<file path="config.mk">
export PLATFORM = sky130hd
export DESIGN_NAME = writeback_stage_flat
export DESIGN_NICKNAME = d
export VERILOG_FILES = /design/src/rtl/writeback_stage_if.sv /design/src/rtl/writeback_stage.sv /design/src/flat_wrapper.sv
export SDC_FILE = /design/constraint.sdc
export NUM_CORES = 1
export LEC_CHECK = 0
export ABC_AREA = 1
export CORE_ASPECT_RATIO = 0.75
export CORE_MARGIN = 2
export CORE_UTILIZATION = 41
export CTS_CLUSTER_DIAMETER = 50
export DETAILED_ROUTE_END_ITERATION = 10
export PLACE_DENSITY = 0.8
export SETUP_SLACK_MARGIN = 0.02
export SYNTH_ARGS = -nofsm -noshare
export SYNTH_HDL_FRONTEND = slang
export SYNTH_SLANG_ARGS = --single-unit
</file>
<file path="constraint.sdc">
create_clock -name Clock -period 1.5 [get_ports Clock]
set_input_delay 0.225 -clock Clock [delete_from_list [all_inputs] [get_ports Clock]]
set_output_delay 0.225 -clock Clock [all_outputs]
set_load 0.02 [all_outputs]
</file>
<file path="src/rtl/writeback_stage_if.sv">
// rtl/writeback_stage_if.sv - MEM/WB handshake and register-file write bundle for writeback_stage
//
// Purpose : groups the pipeline-control, MEM-stage result and write-back
//           signals of writeback_stage so the stage and its driver share one port.
// Params  : CNT_W - width of RetiredCount (must match writeback_stage.CNT_W)
// Modports: slave  - the write-back stage (consumes MEM fields, drives WB outputs)
//           master - the pipeline side (drives MEM fields, observes WB outputs)
// Signals : Stall, Flush, Valid_MEM, RegWrite_MEM, MemToReg_MEM, R_Width_MEM,
//           LoadUnsigned_MEM, RegDestSelected_MEM, ALUResult_MEM, ReadData_MEM,
//           RegDestSelected_WB, RegWriteData_WB, RegWrite_WB, RetiredCount,
//           plus ReadReg1/2_ID, Reg_Data1/2_RF, Reg_Data1/2_Fwd when BYPASS_EN is defined.
interface writeback_stage_if #(
   parameter int CNT_W = 32
);
   logic             Stall;
   logic             Flush;
   logic             Valid_MEM;
   logic             RegWrite_MEM;
   logic             MemToReg_MEM;
   logic [1:0]       R_Width_MEM;
   logic             LoadUnsigned_MEM;
   logic [4:0]       RegDestSelected_MEM;
   logic [31:0]      ALUResult_MEM;
   logic [31:0]      ReadData_MEM;
   logic [4:0]       RegDestSelected_WB;
   logic [31:0]      RegWriteData_WB;
   logic             RegWrite_WB;
   logic [CNT_W-1:0] RetiredCount;
`ifdef BYPASS_EN
   logic [4:0]       ReadReg1_ID;
   logic [4:0]       ReadReg2_ID;
   logic [31:0]      Reg_Data1_RF;
   logic [31:0]      Reg_Data2_RF;
   logic [31:0]      Reg_Data1_Fwd;
   logic [31:0]      Reg_Data2_Fwd;
`endif

   modport slave (
      input  Stall, Flush, Valid_MEM, RegWrite_MEM, MemToReg_MEM, R_Width_MEM,
             LoadUnsigned_MEM, RegDestSelected_MEM, ALUResult_MEM, ReadData_MEM,
      output RegDestSelected_WB, RegWriteData_WB, RegWrite_WB, RetiredCount
`ifdef BYPASS_EN
      , input  ReadReg1_ID, ReadReg2_ID, Reg_Data1_RF, Reg_Data2_RF
      , output Reg_Data1_Fwd, Reg_Data2_Fwd
`endif
   );

   modport master (
      output Stall, Flush, Valid_MEM, RegWrite_MEM, MemToReg_MEM, R_Width_MEM,
             LoadUnsigned_MEM, RegDestSelected_MEM, ALUResult_MEM, ReadData_MEM,
      input  RegDestSelected_WB, RegWriteData_WB, RegWrite_WB, RetiredCount
`ifdef BYPASS_EN
      , output ReadReg1_ID, ReadReg2_ID, Reg_Data1_RF, Reg_Data2_RF
      , input  Reg_Data1_Fwd, Reg_Data2_Fwd
`endif
   );
endinterface

</file>
<file path="src/rtl/writeback_stage.sv">
// rtl/writeback_stage.sv - MEM/WB pipeline register with load extraction, write enable and retire counter
//
// Purpose : latches MEM-stage results, forms the register-file write data
//           (ALU result or word/half/byte load with sign/zero extension),
//           drives the decode-stage write port and counts retired instructions.
// Params  : DATA_W - datapath width, fixed at 32 (byte/half lanes are hard-wired)
//           CNT_W  - RetiredCount width (must match the interface's CNT_W)
// Ports   : Clock - rising-edge clock
//           Reset - synchronous, active-low reset
//           bus   - writeback_stage_if.slave (MEM inputs, WB outputs, optional bypass)
// Option  : BYPASS_EN - when defined, adds combinational forwarding of the pending
//           write onto the two decode-stage read operands.
module writeback_stage #(
   parameter int DATA_W = 32,
   parameter int CNT_W  = 32
) (
   input  logic               Clock,
   input  logic               Reset,
   writeback_stage_if.slave   bus
);

   logic              valid_q,    valid_d;
   logic              regwrite_q, regwrite_d;
   logic [4:0]        dest_q,     dest_d;
   logic [DATA_W-1:0] data_q,     data_d;
   logic [CNT_W-1:0]  cnt_q,      cnt_d;

   logic [15:0]       half_w;
   logic [7:0]        byte_w;
   logic [DATA_W-1:0] load_w;

   // Load extraction happens in MEM so that WB holds finished write data.
   always_comb begin
      half_w = bus.ALUResult_MEM[1] ? bus.ReadData_MEM[31:16] : bus.ReadData_MEM[15:0];
      byte_w = bus.ReadData_MEM[7:0];
      case (bus.ALUResult_MEM[1:0])
         2'd0:    byte_w = bus.ReadData_MEM[7:0];
         2'd1:    byte_w = bus.ReadData_MEM[15:8];
         2'd2:    byte_w = bus.ReadData_MEM[23:16];
         default: byte_w = bus.ReadData_MEM[31:24];
      endcase

      load_w = bus.ReadData_MEM;
      case (bus.R_Width_MEM)
         2'b01:   load_w = bus.LoadUnsigned_MEM ? {16'h0000, half_w}
                                                : {{16{half_w[15]}}, half_w};
         2'b10:   load_w = bus.LoadUnsigned_MEM ? {24'h000000, byte_w}
                                                : {{24{byte_w[7]}}, byte_w};
         default: load_w = bus.ReadData_MEM;
      endcase
   end

   // Next state: Flush beats Stall, Stall beats capture. Reset is applied in the register.
   always_comb begin
      valid_d    = valid_q;
      regwrite_d = regwrite_q;
      dest_d     = dest_q;
      data_d     = data_q;
      cnt_d      = cnt_q;
      if (bus.Flush) begin
         valid_d = 1'b0;
      end else if (!bus.Stall) begin
         valid_d    = bus.Valid_MEM;
         regwrite_d = bus.RegWrite_MEM;
         dest_d     = bus.RegDestSelected_MEM;
         data_d     = bus.MemToReg_MEM ? load_w : bus.ALUResult_MEM;
         if (bus.Valid_MEM) begin
            cnt_d = cnt_q + 1'b1;
         end
      end
   end

   always_ff @(posedge Clock) begin
      if (!Reset) begin
         valid_q    <= 1'b0;
         regwrite_q <= 1'b0;
         dest_q     <= 5'd0;
         data_q     <= '0;
         cnt_q      <= '0;
      end else begin
         valid_q    <= valid_d;
         regwrite_q <= regwrite_d;
         dest_q     <= dest_d;
         data_q     <= data_d;
         cnt_q      <= cnt_d;
      end
   end

   // A held write during Stall stays asserted; rewriting the same value is harmless.
   assign bus.RegWrite_WB        = valid_q & regwrite_q & (dest_q != 5'd0);
   assign bus.RegDestSelected_WB = dest_q;
   assign bus.RegWriteData_WB    = data_q;
   assign bus.RetiredCount       = cnt_q;

`ifdef BYPASS_EN
   // Forward the pending write so decode never reads a stale register in the same cycle.
   assign bus.Reg_Data1_Fwd = (bus.RegWrite_WB && (bus.ReadReg1_ID == dest_q)) ? data_q
                                                                                : bus.Reg_Data1_RF;
   assign bus.Reg_Data2_Fwd = (bus.RegWrite_WB && (bus.ReadReg2_ID == dest_q)) ? data_q
                                                                                : bus.Reg_Data2_RF;
`endif

endmodule

</file>
<file path="src/flat_wrapper.sv">
// flat-port wrapper written by rule: the top's interface ports become plain ports
module writeback_stage_flat 
#(
   parameter int DATA_W = 32,
   parameter int CNT_W  = 32
)
  (Clock, Reset, bus_Stall, bus_Flush, bus_Valid_MEM, bus_RegWrite_MEM, bus_MemToReg_MEM, bus_R_Width_MEM, bus_LoadUnsigned_MEM, bus_RegDestSelected_MEM, bus_ALUResult_MEM, bus_ReadData_MEM, bus_RegDestSelected_WB, bus_RegWriteData_WB, bus_RegWrite_WB, bus_RetiredCount);
  writeback_stage_if #(.CNT_W(CNT_W)) bus_i ();
  input  logic Clock;
  input  logic Reset;
  input wire logic [$bits(bus_i.Stall)-1:0] bus_Stall;
  input wire logic [$bits(bus_i.Flush)-1:0] bus_Flush;
  input wire logic [$bits(bus_i.Valid_MEM)-1:0] bus_Valid_MEM;
  input wire logic [$bits(bus_i.RegWrite_MEM)-1:0] bus_RegWrite_MEM;
  input wire logic [$bits(bus_i.MemToReg_MEM)-1:0] bus_MemToReg_MEM;
  input wire logic [$bits(bus_i.R_Width_MEM)-1:0] bus_R_Width_MEM;
  input wire logic [$bits(bus_i.LoadUnsigned_MEM)-1:0] bus_LoadUnsigned_MEM;
  input wire logic [$bits(bus_i.RegDestSelected_MEM)-1:0] bus_RegDestSelected_MEM;
  input wire logic [$bits(bus_i.ALUResult_MEM)-1:0] bus_ALUResult_MEM;
  input wire logic [$bits(bus_i.ReadData_MEM)-1:0] bus_ReadData_MEM;
  output wire logic [$bits(bus_i.RegDestSelected_WB)-1:0] bus_RegDestSelected_WB;
  output wire logic [$bits(bus_i.RegWriteData_WB)-1:0] bus_RegWriteData_WB;
  output wire logic [$bits(bus_i.RegWrite_WB)-1:0] bus_RegWrite_WB;
  output wire logic [$bits(bus_i.RetiredCount)-1:0] bus_RetiredCount;
  assign bus_i.Stall = bus_Stall;
  assign bus_i.Flush = bus_Flush;
  assign bus_i.Valid_MEM = bus_Valid_MEM;
  assign bus_i.RegWrite_MEM = bus_RegWrite_MEM;
  assign bus_i.MemToReg_MEM = bus_MemToReg_MEM;
  assign bus_i.R_Width_MEM = bus_R_Width_MEM;
  assign bus_i.LoadUnsigned_MEM = bus_LoadUnsigned_MEM;
  assign bus_i.RegDestSelected_MEM = bus_RegDestSelected_MEM;
  assign bus_i.ALUResult_MEM = bus_ALUResult_MEM;
  assign bus_i.ReadData_MEM = bus_ReadData_MEM;
  assign bus_RegDestSelected_WB = bus_i.RegDestSelected_WB;
  assign bus_RegWriteData_WB = bus_i.RegWriteData_WB;
  assign bus_RegWrite_WB = bus_i.RegWrite_WB;
  assign bus_RetiredCount = bus_i.RetiredCount;
  writeback_stage #(.DATA_W(DATA_W), .CNT_W(CNT_W)) u_core (.Clock(Clock), .Reset(Reset), .bus(bus_i));
endmodule
</file>
==> summary.txt, run 1 <==
CTS
  – Worst-path clk slew: 0.06 ns
  – Root Buffer: clkbuf_16
  – Max clock buf depth: 2
  – CTS tree: yes
  – Clock Latency Late Sink: 0.33 ns
  – TritonCTS Buffers: 9
  – Hold buffer count at CTS: 0
  – H-tree lvl count: 3
  – CTS Sinks: 71

Finish
  – Layout area overhead: 62.5%
  – Commonest non-fill, non-tap cells in the layout: 160 x nand2_1, 75 x a21oi_1, 73 x dlygate4sd2_1
  – Layout cells sized above 1: a little under a fifth
  – Final core occ: between 60% and 70%
  – Commonest non-fill, non-tap cell in the layout: nand2_1
  – Layout Cells excl Fill: between 900 and 1000
  – Diodes inserted: 0
  – Nets: 900

Run
  – Max Cap Violations: 0

Setup path
  – Worst reg2reg endpoint: u_core.bus.RetiredCount[24]
  – Worst r2r src: u_core.bus.RetiredCount[9]
  – Critical path fanouts, max: 28
  – Worst setup EP type: flip-flop
  – Critical path class: input port to flip-flop
  – CP required: 1.70 ns
  – Startpoint types: input port
  – Worst EP arrival: approximately 1.7 ns
  – Register-to-Register Path Depth: 7
  – R2R Setup Slk: around 0.060 ns

Timing
  – Fmax: roughly 0.67 GHz
  – Relative slew slack: around two thirds
  – Clk_skew: just under 0.005 ns
  – Max-slew violation count: 0
  – # setup viols final: 0
  – Fin. Hold Viols: 0
  – Final worst path period share: about 99%
  – Worst-Margin Slew: roughly 0.52 ns
  – RSZ-0062 raised after global routing: true
  – Min Clock Period, post-route: approximately 1.5 ns

Floorplan
  – Cell Rows: 31
  – Core area: 9620 µm²
  – Die Span X: 119 µm
  – Die Y: 90.1 µm
  – Ports: around 150
  – Initial Util: 42.1%
  – Die area: between 10000 and 15000 µm²

Logic synthesis
  – Net count after synthesis: ~710
  – Mapped cell area: 4050 µm²
  – Mapped Cells: 624
  – Yosys warnings: 0
  – Post-Syn Area per Cell: approximately 6.5 µm²
  – Post-synth cell types: 36
  – Seq/Total Area, Yosys: between 30% and 40%
  – Synth Register Bits: 71

Global route
  – GR Overflow Total: 0
  – Vias in the first global route: just under 5000
  – GR Util All Layers: between 20% and 30%
  – Initial antenna violation count: 0
  – Largest net degree at the start of global routing: 41
  – Global-route wire length before repair: between 20000 and 25000 µm

Placed design
  – GP Congestion: about 1.1
  – HPWL Detailed: approximately 12000 µm
  – Port buffer count: approximately 150
  – Dpl cells: slightly above 900

Hold path
  – Worst Hold Launch: bus_Stall
  – Hold path cells: 3
  – Min-delay worst type: input port to flip-flop
  – Worst hold endpoint: u_core.valid_q

Power and ir drop
  – Pleak: ~2.9 nW
  – Max rail drop VDD: a little over 0.6 mV
  – Final Power: approximately 0.0052 W
  – Cell Pwr Density: roughly 790 nW/µm²

Drt
  – Drt drc: 0
  – Post-route ant nets: 0
  – Initial DRC Count: 616
  – Vias: about 5300
  – Routed wire length: ~16000 µm
  – Routed vias/inst: approximately 5.5
  – First-pass iteration count of the detailed router: 5
  – Average wire per standard cell: ~17 µm

Run status
  – Outcome: complete, no violations
per-layer routing:
metal  GRT usage (%)  vias to the layer above  share of wire (%)
li1                -                     2471                  -
met1            39.6                     2422                 41
met2            43.5                      324                 45
met3            7.30                       68                9.8
met4            11.7                        0                3.6
met5               0                        -                  0
cells by family after synthesis:
| kind of cell | Yosys count | share of synthesized area [%] |
|---|---|---|
| compound gates | 168 | 24.0 |
| xor+xnor | 5 | 1.08 |
| flops | 71 | 35.1 |
| buf+inv | 86 | 8.69 |
| simple gates | 291 | 30.2 |
| fa+ha+maj | 3 | 0.927 |
state kept, by name, summed over array words and instances (netlist names):
| name | flops |
|---|---|
| u_core.valid_q | 1 |
| u_core.bus.RegDestSelected_WB | 5 |
| u_core.bus.RetiredCount | 32 |
| u_core.regwrite_q | 1 |
| u_core.bus.RegWriteData_WB | 32 |
area by class of cell:
type / count / area (µm²)
Inverter: 58 / 223
Timing Repair Buffer: 210 / 1910
Timing Repair inverter: 1 / 5.00
Clock inverter: 3 / 40.0
Tap cell: 132 / 165
Clock buffer: 13 / 270
Fill cell: 801 / 3040
Multi-Input combinational cell: 467 / 2510
Sequential cell: 71 / 1450
worst max-delay path, stage by stage:
cell             delay, ns
clkdlybuf4s50_1       0.62
inv_2                 0.15
buf_12                0.19
a221oi_1              0.38
a21oi_1               0.12
cell usage after synthesis (all sizes together):
library cell | count | area share [%]
nand3 | 25 | 3.2
nand2 | 167 | 16
a221oi | 16 | 3.5
a211oi | 2 | 0.49
a31oi | 2 | 0.31
nand4 | 8 | 1.4
o21bai | 1 | 0.19
o221ai | 5 | 1.1
clkbuf | 20 | 1.9
ha | 3 | 0.93
nor2 | 87 | 9.2
a21oi | 78 | 9.6
o22a | 1 | 0.22
o221a | 4 | 1.1
xnor2 | 3 | 0.65
o21ai | 58 | 7.3
inv | 57 | 5.3
xor2 | 2 | 0.43
dfxtp | 71 | 35
a22oi | 1 | 0.19
and3 | 1 | 0.15
nor3 | 3 | 0.49
buf | 8 | 1.5
clkinv | 1 | 0.093
worst max-delay path by stage:
stage                                          start                             end  slack [ns]  depth (start not counted)
global route                    bus_ReadData_MEM[15]  u_core.bus.RegWriteData_WB[28]       -0.03                          8
CTS                 u_core.bus.RegDestSelected_WB[1]                 bus_RegWrite_WB        0.02                          5
floorplan                 u_core.bus.RetiredCount[1]     u_core.bus.RetiredCount[22]        0.04                          8
detailed placement                bus_R_Width_MEM[0]   u_core.bus.RegWriteData_WB[1]       -0.55                          9
global placement                  bus_R_Width_MEM[0]   u_core.bus.RegWriteData_WB[1]       -0.47                          9
finish                              bus_MemToReg_MEM  u_core.bus.RegWriteData_WB[30]        0.01                          5
through the flow:
step | setup slack (ns) | area [µm²] | hold WS, ns | setup TNS (ns)
after detailed placement | -0.550 | 6030 | 0.459 | -19.00
after CTS | 0.0204 | 6360 | 0.438 | 0
after global placement | -0.468 | 6030 | 0.458 | -15.93
final | 0.0130 | 6580 | 0.295 | 0
after floorplan | 0.0377 | 4050 | 0.303 | 0
after global routing | -0.0270 | 6580 | 0.305 | -0.161
where the power goes:
group	internal, W	leakage [nW]	switching (W)
clock	0.00142	0.156	0.000784
sequential	0.00196	0.587	0.0000461
combinational	0.000470	2.12	0.000551
total	0.00385	2.86	0.00138
what timing repair did:
action,CTS,global route
buffers inserted,1,1
pin swaps,7,10
setup endpoints to repair,102,46
gates cloned,2,0
gates resized for setup,89,66
(Power assumes the default switching activity.)
==> inputs of run 2 (changes only) <==
--- a/config.mk
+++ b/config.mk
@@ -6,12 +6,14 @@
 export NUM_CORES = 1
 export LEC_CHECK = 0
 export ABC_AREA = 1
+export CELL_PAD_IN_SITES_DETAIL_PLACEMENT = 1
+export CELL_PAD_IN_SITES_GLOBAL_PLACEMENT = 1
 export CORE_ASPECT_RATIO = 0.75
 export CORE_MARGIN = 2
-export CORE_UTILIZATION = 41
+export CORE_UTILIZATION = 27
 export CTS_CLUSTER_DIAMETER = 50
 export DETAILED_ROUTE_END_ITERATION = 10
-export PLACE_DENSITY = 0.8
+export PLACE_DENSITY = 0.78
 export SETUP_SLACK_MARGIN = 0.02
 export SYNTH_ARGS = -nofsm -noshare
 export SYNTH_HDL_FRONTEND = slang
==> run 2 against run 1 <==
Against the previous run:
- combinational power grew 8%
- non-clock buffer count up 25
- worst setup slack gained 0.028 ns
- utilization fell by 21 points
- critical path type is now flip-flop to flip-flop
- via count down 1.1%
- largest cell class unchanged
==> summary.txt, run 2 (synthesis results as in run 1) <==
Timing
  – # setup viols final: 0
  – RSZ-0062 raised after global routing: true
  – Fmax: a little under 0.7 GHz
  – Relative slew slack: between 70% and 80%
  – Final worst path period share: just under 100%
  – Max-slew violation count: 0
  – Worst Slack Setup Final: around 0.041 ns
  – Fin. Hold Viols: 0
  – Clk_skew: 0.00368 ns
  – Setup TNS: 0 ns
  – Worst-Margin Slew: about 0.42 ns
  – Hold_ws: around 0.45 ns
  – Min Clock Period, post-route: roughly 1.5 ns

Setup path
  – Worst EP arrival: 1.69 ns
  – Worst reg2reg endpoint: u_core.bus.RetiredCount[22]
  – Critical path class: flip-flop to flip-flop
  – Worst r2r src: u_core.bus.RetiredCount[1]
  – Critical path fanouts, max: 3
  – R2R Setup Slk: 0.04 ns
  – CP startpoint: u_core.bus.RetiredCount[1]
  – Register-to-Register Path Depth: 8
  – CP required: roughly 1.7 ns
  – Startpoint types: flip-flop
  – Worst setup EP type: flip-flop

CTS
  – TritonCTS Buffers: 9
  – CTS tree: yes
  – Clock Latency Late Sink: approximately 0.33 ns
  – Root Buffer: clkbuf_16
  – Max clock buf depth: 2
  – Worst-path clk slew: roughly 0.060 ns
  – CTS Sinks: 71
  – H-tree lvl count: 3
  – Hold buffer count at CTS: 0

Finish
  – Diodes inserted: 0
  – Layout area overhead: 71.3%
  – Reg area: roughly 1500 µm²
  – Layout cells sized above 1: around 24%
  – Commonest non-fill, non-tap cells in the layout: 154 x nand2_1, 78 x buf_4, 76 x a21oi_1
  – Layout Cells excl Fill: approximately 1000
  – Commonest non-fill, non-tap cell in the layout: nand2_1
  – Multi-input gate area: between 2000 and 3000 µm²
  – Layout fillers: between 1500 and 2000
  – Nets: between 900 and 1000

Power and ir drop
  – Pleak: around 3.0 nW
  – Final Power: between 0.005 and 0.006 W
  – Max rail drop VDD: roughly 0.64 mV
  – Cell Pwr Density: between 700 and 800 nW/µm²

Drt
  – Initial DRC Count: approximately 310
  – Drt drc: 0
  – Average wire per standard cell: roughly 19 µm
  – Routed wire length: about 20000 µm
  – Routed vias/inst: 4.99
  – Vias: approximately 5200
  – Post-route ant nets: 0
  – First-pass iteration count of the detailed router: 4

Global route
  – GR Util All Layers: 23.5%
  – Initial antenna violation count: 0
  – GR Overflow Total: 0
  – Largest net degree at the start of global routing: 41
  – Global-route wire length before repair: ~29000 µm
  – Vias in the first global route: 5421

Floorplan
  – Cell Rows: 38
  – Ports: 149
  – Die Span X: 145 µm
  – Initial Util: between 20% and 30%
  – Core area: between 10000 and 15000 µm²
  – Die Y: ~110 µm
  – Die area: ~16000 µm²

Run
  – Max Cap Violations: 0

Placed design
  – GP Congestion: between 0.9 and 1
  – HPWL Detailed: around 15000 µm
  – Port buffer count: approximately 150
  – Dpl cells: a little over 1000
  – Worst slack, placed: -0.628 ns

Hold path
  – Worst Hold Launch: bus_Valid_MEM
  – Worst hold endpoint: u_core.bus.RetiredCount[7]
  – Hold path cells: 5
  – Min-delay worst type: input port to flip-flop

Run status
  – Outcome: complete, no violations
## run 2: worst max-delay path, stage by stage (launching register included)
cell and delay [ns]:
dfxtp_4 0.36, ha_4 0.15, nand3_4 0.11, nor2_4 0.16, nand3_2 0.12, nor2_4 0.16
nand2_1 0.10, o21ai_1 0.14, nor2_1 0.05
## run 2: what timing repair did
action | CTS | global route
gates cloned | 1 | 0
pin swaps | 7 | 15
setup buffers | 2 | 2
gates resized for setup | 108 | 85
setup endpoints to repair | 113 | 49
## run 2: power by group
| group | switching (W) | internal [W] | leakage (nW) |
|---|---|---|---|
| sequential | 0.0000526 | 0.00195 | 0.589 |
| clock | 0.000842 | 0.00121 | 0.136 |
| combinational | 0.000590 | 0.000511 | 2.26 |
| total | 0.00148 | 0.00367 | 2.99 |
## run 2: routing by layer
layer	vias to the layer above	track usage (%)	wire length [µm]
met5	-	0	0
met2	139	39.1	9080
met1	2535	31.4	9210
met3	33	4.53	992
met4	0	6.86	438
li1	2521	-	-
## run 2: layout make-up
cell class,instances,share of cell area [%]
inverters,58,3.28
multi-input cells,467,37.5
repair inverters,1,0.126
clock buffers,13,3.75
clock inverters,3,0.253
repair buffers,235,30.6
flip-flops and latches,71,20.9
well taps,200,3.61
## run 2: per-stage QoR
stage / cell area (µm²) / utilization (%)
floorplan: 4050 / -
global placement: 6310 / 43.4
detailed placement: 6310 / 43.4
CTS: 6670 / 45.8
global route: 6930 / 47.7
finish: 6930 / 47.7
## run 2: worst max-delay path by stage
stage,endpoint,slack (ns),cells past startpoint
after detailed placement,u_core.bus.RegWriteData_WB[28],-0.63,8
after global routing,u_core.bus.RetiredCount[28],-0.05,10
after floorplan,u_core.bus.RetiredCount[22],0.04,8
final,u_core.bus.RetiredCount[22],0.04,8
after CTS,bus_RegWrite_WB,0.004,5
after global placement,u_core.bus.RegWriteData_WB[24],-0.51,7
